[src/rtl/tank_level_conditioner.sv]
// Tank level conditioner: synchronizes and debounces the lower (I) and upper (S)
// float switches for the pump controller, gates the outputs until the sensors
// have settled after reset, and optionally flags the implausible code S=1, I=0.
// Optional feature macro: LEVEL_PLAUSIBILITY_EN builds the plausibility FSM and
// forces the safe code (i_out=s_out=0) while a fault is latched.
module tank_level_conditioner #(
  parameter int unsigned DEBOUNCE_CYCLES = 16,
  parameter int unsigned FAULT_CYCLES    = 8
) (
  input  logic clk,
  input  logic rst,
  input  logic i_raw,
  input  logic s_raw,
  input  logic fault_clr,
  output logic i_out,
  output logic s_out,
  output logic valid,
  output logic fault
);

  // Debounce counter holds up to DEBOUNCE_CYCLES; startup counter holds DEBOUNCE_CYCLES+1.
  localparam int unsigned DW = $clog2(DEBOUNCE_CYCLES + 1);
  localparam int unsigned VW = $clog2(DEBOUNCE_CYCLES + 2);

  // Channel index 0 = I (lower switch), 1 = S (upper switch).
  logic [1:0]    sync1;
  logic [1:0]    sync2;
  logic [1:0]    stable;
  logic [DW-1:0] db_cnt [2];
  logic [VW-1:0] start_cnt;
  logic          valid_q;
  logic          force_safe;

  // Two-flop synchronizer per raw switch input.
  always_ff @(posedge clk or posedge rst) begin
    if (rst) begin
      sync1 <= '0;
      sync2 <= '0;
    end else begin
      sync1 <= {s_raw, i_raw};
      sync2 <= sync1;
    end
  end

  // Per-channel debounce: stable follows sync2 only after DEBOUNCE_CYCLES
  // consecutive differing samples; any agreeing sample restarts the count.
  always_ff @(posedge clk or posedge rst) begin
    if (rst) begin
      stable <= '0;
      for (int unsigned ch = 0; ch < 2; ch++) begin
        db_cnt[ch] <= '0;
      end
    end else begin
      for (int unsigned ch = 0; ch < 2; ch++) begin
        if (sync2[ch] == stable[ch]) begin
          db_cnt[ch] <= '0;
        end else if (db_cnt[ch] == DW'(DEBOUNCE_CYCLES - 1)) begin
          stable[ch] <= sync2[ch];
          db_cnt[ch] <= '0;
        end else begin
          db_cnt[ch] <= db_cnt[ch] + DW'(1);
        end
      end
    end
  end

  // Startup timer: valid rises on the (DEBOUNCE_CYCLES+2)th edge after reset,
  // the first edge at which a level present at release can reach stable.
  always_ff @(posedge clk or posedge rst) begin
    if (rst) begin
      start_cnt <= '0;
      valid_q   <= 1'b0;
    end else if (!valid_q) begin
      if (start_cnt == VW'(DEBOUNCE_CYCLES + 1)) begin
        valid_q <= 1'b1;
      end else begin
        start_cnt <= start_cnt + VW'(1);
      end
    end
  end

`ifdef LEVEL_PLAUSIBILITY_EN
  localparam int unsigned FW = $clog2(FAULT_CYCLES + 1);

  typedef enum logic [1:0] {
    ST_OK      = 2'd0,
    ST_SUSPECT = 2'd1,
    ST_FAULT   = 2'd2
  } state_t;

  state_t        state;
  state_t        state_nxt;
  logic [FW-1:0] fcnt;
  logic [FW-1:0] fcnt_nxt;
  logic          implausible;

  assign implausible = stable[1] & ~stable[0];

  // Plausibility FSM state and persistence counter.
  always_ff @(posedge clk or posedge rst) begin
    if (rst) begin
      state <= ST_OK;
      fcnt  <= '0;
    end else begin
      state <= state_nxt;
      fcnt  <= fcnt_nxt;
    end
  end

  // Next state: fcnt counts cycles spent in SUSPECT with the condition present;
  // FAULT is left only by an acknowledge once the sensors look plausible again.
  always_comb begin
    state_nxt = state;
    fcnt_nxt  = fcnt;
    case (state)
      ST_OK: begin
        if (implausible) begin
          state_nxt = ST_SUSPECT;
          fcnt_nxt  = FW'(1);
        end
      end
      ST_SUSPECT: begin
        if (!implausible) begin
          state_nxt = ST_OK;
          fcnt_nxt  = '0;
        end else if (fcnt >= FW'(FAULT_CYCLES)) begin
          state_nxt = ST_FAULT;
        end else begin
          fcnt_nxt = fcnt + FW'(1);
        end
      end
      ST_FAULT: begin
        if (fault_clr && !implausible) begin
          state_nxt = ST_OK;
          fcnt_nxt  = '0;
        end
      end
      default: begin
        state_nxt = ST_OK;
        fcnt_nxt  = '0;
      end
    endcase
  end

  // Fault flag decoded straight from the state register.
  always_comb begin
    force_safe = (state == ST_FAULT);
    fault      = force_safe;
  end
`else
  logic unused_fault_clr;
  assign unused_fault_clr = fault_clr;

  // No plausibility checking: fault never asserts.
  always_comb begin
    force_safe = 1'b0;
    fault      = 1'b0;
  end
`endif

  // Outputs follow the stable registers directly, gated by valid and the safe code.
  always_comb begin
    valid = valid_q;
    i_out = valid_q & stable[0] & ~force_safe;
    s_out = valid_q & stable[1] & ~force_safe;
  end

endmodule

[config.mk]
export PLATFORM = sky130hd
export DESIGN_NAME = tank_level_conditioner
export DESIGN_NICKNAME = d
export VERILOG_FILES = /design/src/rtl/tank_level_conditioner.sv
export SDC_FILE = /design/constraint.sdc
export NUM_CORES = 1
export LEC_CHECK = 0
export ABC_CLOCK_PERIOD_IN_PS = 2100
export CAP_MARGIN = 20
export CORE_MARGIN = 2
export CORE_UTILIZATION = 45
export DETAILED_ROUTE_END_ITERATION = 7
export GPL_TIMING_DRIVEN = 0
export PLACE_DENSITY = 0.64
export SKIP_CTS_REPAIR_TIMING = 1
export SYNTH_ARGS = -nofsm -noshare
export SYNTH_HDL_FRONTEND = slang
export SYNTH_SLANG_ARGS = --single-unit
[constraint.sdc]
create_clock -name clk -period 2.1 [get_ports clk]
set_input_delay 0.42 -clock clk [delete_from_list [all_inputs] [get_ports clk]]
set_output_delay 0.42 -clock clk [all_outputs]
set_load 0.01 [all_outputs]
* Word-level counts from Yosys, hierarchy flattened
Index checks and enable logic that the tools add are counted.
** Cells by class
- Muxes and demuxes :: 6
- Bitwise operators :: 6
- Reductions and logical operators :: 3
- Equal/unequal tests :: 5
- Add/sub/neg operators :: 3
** Operators with widths (number)
- two-way mux 5 bit :: 4
- adder 5 x 1 -> 5 bit, second input constant :: 3
- == test 5 x 4 -> 1 bit, second input constant :: 2
- AND reduction 2 bit :: 3
- == test 5 bit, second input constant :: 1
- NOT 1 bit :: 4
- bitwise AND 1 bit :: 2
- == test 1 bit :: 2
- two-way mux 1 bit :: 2
** Storage, ports and cells
- Logic and storage cells :: 31
- Input bits :: 5
- Output and inout bits :: 4
- Bits in registers :: 22

* Depth between registers and ports, before layout
- Depth in word-level cells :: 3
- Mapped depth :: 5
- Gate-level depth less buffers :: 5

* Least setup slack after synthesis
OpenSTA, ideal clock, no wires.
- Kind :: register to register
- Start :: reg db_cnt[5] (netlist name)
- End :: reg stable[0]
- Stages on the path, launching flop included :: 5
- Period minus slack after synthesis :: 1.163 ns
- Library setup time :: 0.125 ns
- Required time :: 1.975 ns
- Path slack :: 0.937 ns
- Arrival time :: 1.038 ns
- Path buffers :: 0
- Cell sequence :: dfrtp_1 ha_1 nand3_1 nor2_1 mux2_2
** On the way
- Cells in the longest elaborated chain, start to end :: 2
** Ends and longest elaborated chain
- start: declaration :: line 29 : logic [DW-1:0] db_cnt [2];
- start signal: indexed assignment :: line 61 : db_cnt[ch] <= db_cnt[ch] + DW'(1);
- == test 5 x 4 -> 1 bit :: line 57 : end else if (db_cnt[ch] == DW'(DEBOUNCE_CYCLES - 1)) begin
- AND reduction 2 bit (no source line)
- end signal: indexed assignment :: line 58 : stable[ch] <= sync2[ch];
- end: declaration :: line 28 : logic [1:0] stable;
Every way passes these cells.
A chain may end at the register's enable or synchronous reset.

* Final worst setup path
- Start :: reg valid_q (netlist: valid)
- End :: out i_out
** On the way
- Cells in the longest elaborated chain, start to end :: 1
** Ends and longest elaborated chain
- start: declaration :: line 31 : logic valid_q;
- start signal: assignment :: line 72 : valid_q <= 1'b0;
- start signal: assignment :: line 75 : valid_q <= 1'b1;
- bitwise AND 1 bit :: line 164 : i_out = valid_q & stable[0] & ~force_safe;
- end: declaration :: line 15 : output logic i_out,
Every way passes these cells.

==> reports/qor.yml <==
status: "finished, final reports clean"
insertion_delay_ns: 0.29
drt-wirelength-per-cell_um: 10.78
clock_path_buffers: 2
area_delta_synth_final_pct: 12.76
initial_core_util_pct: 46.97
final_area_sq_um: 1028
reg2regPathDepth: 4
ys_types: 19
relSlewSlack_pct: 47.82
layout_setup_ws_ns: 0.1611
coreArea_sq_um: 1942
tightest_slew_ns: 0.7819
wl_um: 1186
cp.arrival_ns: 1.52
fmax_mhz: 515.8
place_ws_ns: 0.4911
crit_start: "valid$_DFF_PP0_"
r2r-start: "db_cnt[0]$_DFF_PP0_"
critPathMaxFanout: 8
placementRows: 16
drv_slew: 0
antenna_found_initial: 0
synth_nets: 83
rrSetupSlack_ns: 0.81
post-route-period-util_pct: 92.33
avgSynthCellArea_sq_um: 12.33
dieHeight_um: 49.02
ys_seq_area_share_pct: 60.36
hold_viol: 0
synthCells: 74
rsz0062_at_grt: "no"
die_w_um: 49.02
fin_crit_ns: 1.939
hpwl_um: 857.3
vias: 518
min_to: "sync2[1]$_DFF_PP0_"
crit_required_ns: 1.68
grt_pass1_wl_um: 2180
layout_common_cells: "22 x dfrtp_1, 7 x nor2_1, 7 x xor2_1"
clkSinkCount: 22
grt_overflow: 0
ant_nets: 0
gp_congestion: 0.7012
dr.pass1.iters: 4
hold_class: "flip-flop to flip-flop"
ios: 9
placed_cell_area_sq_um: 1006
cp-start-kind: "flip-flop"
endpoint_kind: "output pin"
grt_usage_pct: 12.07
grt_max_degree: 23
p_leak_uw: 0.0004920
syn_area_sq_um: 912.1
layout_commonest_cell: "dfrtp_1"
ctsRootBufferMaster: "clkbuf_4"
powerDensity_nw_per_um2: 639.0
htree_num_levels: 1
fin_nets: 94
grt_pass1_vias: 507
cts_buffers: 3
antenna_cells: 0
min_from: "sync1[1]$_DFF_PP0_"
post_route_cells_drive_above_1_share_pct: 9.639
cts_tree: "yes"
path_class: "flip-flop to output pin"
maxCapViolCount: 0
whs_path_depth: 0
drtIter0Drc: 9
tns_ns: 0
dieArea_sq_um: 2403
finClkSkew_ns: 0.003214
ys_seq_elements: 22
timing.rr.end: "stable[1]$_DFFE_PP0P_"
ys_warn_count: 0
post-route-drc-count: 0
setup_viol: 0
port_buffers: 6
viasPerCell: 4.709
ir_drop_uv: 405.4
clk_pin_slew_ns: 0.11
-- per-stage QoR --
stage | utilization (%) | power [uW] | instances | hold slack (ns)
after global placement | 51.80 | 486.9 | 107 | 0.3329
after global routing | 52.96 | 693.9 | 110 | 0.3735
after floorplan | - | 475.6 | 74 | 0.3312
after detailed placement | 51.80 | 488.2 | 107 | 0.3381
after CTS | 52.96 | 667.4 | 110 | 0.3643
final | 52.96 | 657.2 | 110 | 0.3606
-- logic make-up after synthesis --
| kind of cell | synth area share (%) |
|---|---|
| xor gates and xnor gates | 8.642 |
| adders and majority gates | 5.487 |
| other | 0.4111 |
| AOI/OAI and AO/OA | 4.527 |
| and+or+nand+nor | 14.13 |
| DFF | 60.36 |
| muxes | 3.566 |
| buffers and inverters | 2.881 |
-- registers in the layout, summed over array words and instances (netlist names) --
signal,flops
db_cnt,10
stable,2
start_cnt,5
sync1,2
sync2,2
valid,1
-- critical path, stage by stage (launching register included) --
cell	delay, ns
dfrtp_1	0.53
and2_1	0.18
clkdlybuf4s50_1	0.53
-- Yosys cell counts (all sizes together) --
library cell | n | area share [%]
buf | 1 | 0.82
inv | 5 | 2.1
nand3 | 4 | 2.2
xor2 | 7 | 6.7
nand2 | 2 | 0.82
xnor2 | 2 | 1.9
nor3b | 1 | 0.82
a31oi | 1 | 2.3
ha | 4 | 5.5
conb | 1 | 0.41
and3 | 2 | 1.4
nand4b | 2 | 1.9
o21ai | 4 | 2.2
dfrtp | 22 | 60
mux2 | 2 | 2.5
nor2 | 8 | 3.6
mux2i | 1 | 1.1
and2 | 5 | 3.4
-- per-layer routing --
metal	GRT usage, %	vias up	wire length [um]	part of all wire, %
met5	0	-	0	0
met4	5.714	0	0	0
met3	2.761	0	31	2.6
met2	18.04	4	553	47
met1	16.77	254	601	51
li1	-	260	-	-
-- worst max-delay path by stage --
stage,endpoint,cells past startpoint
after floorplan,stable[0]$_DFFE_PP0P_,4
after global placement,i_out,2
after detailed placement,i_out,2
after CTS,i_out,2
after global routing,i_out,2
final,i_out,2
-- final cells by class --
type,count,area (sq um)
fill,180,913.4
sequential,22,550.5
multi-input combinational,46,335.3
timing repair buffer,6,60.06
tap,27,33.78
clock buffer,3,22.52
inverter,5,18.77
buffer,1,7.507
-- power by group --
group	switching (uW)	internal (uW)	total, uW	leakage (uW)
logic	18.3	15.5	33.8	0.000201
clock network	112	66.7	178	0.0000138
registers	8.40	437	445	0.000277
Power figures use the tool's default switching activity.
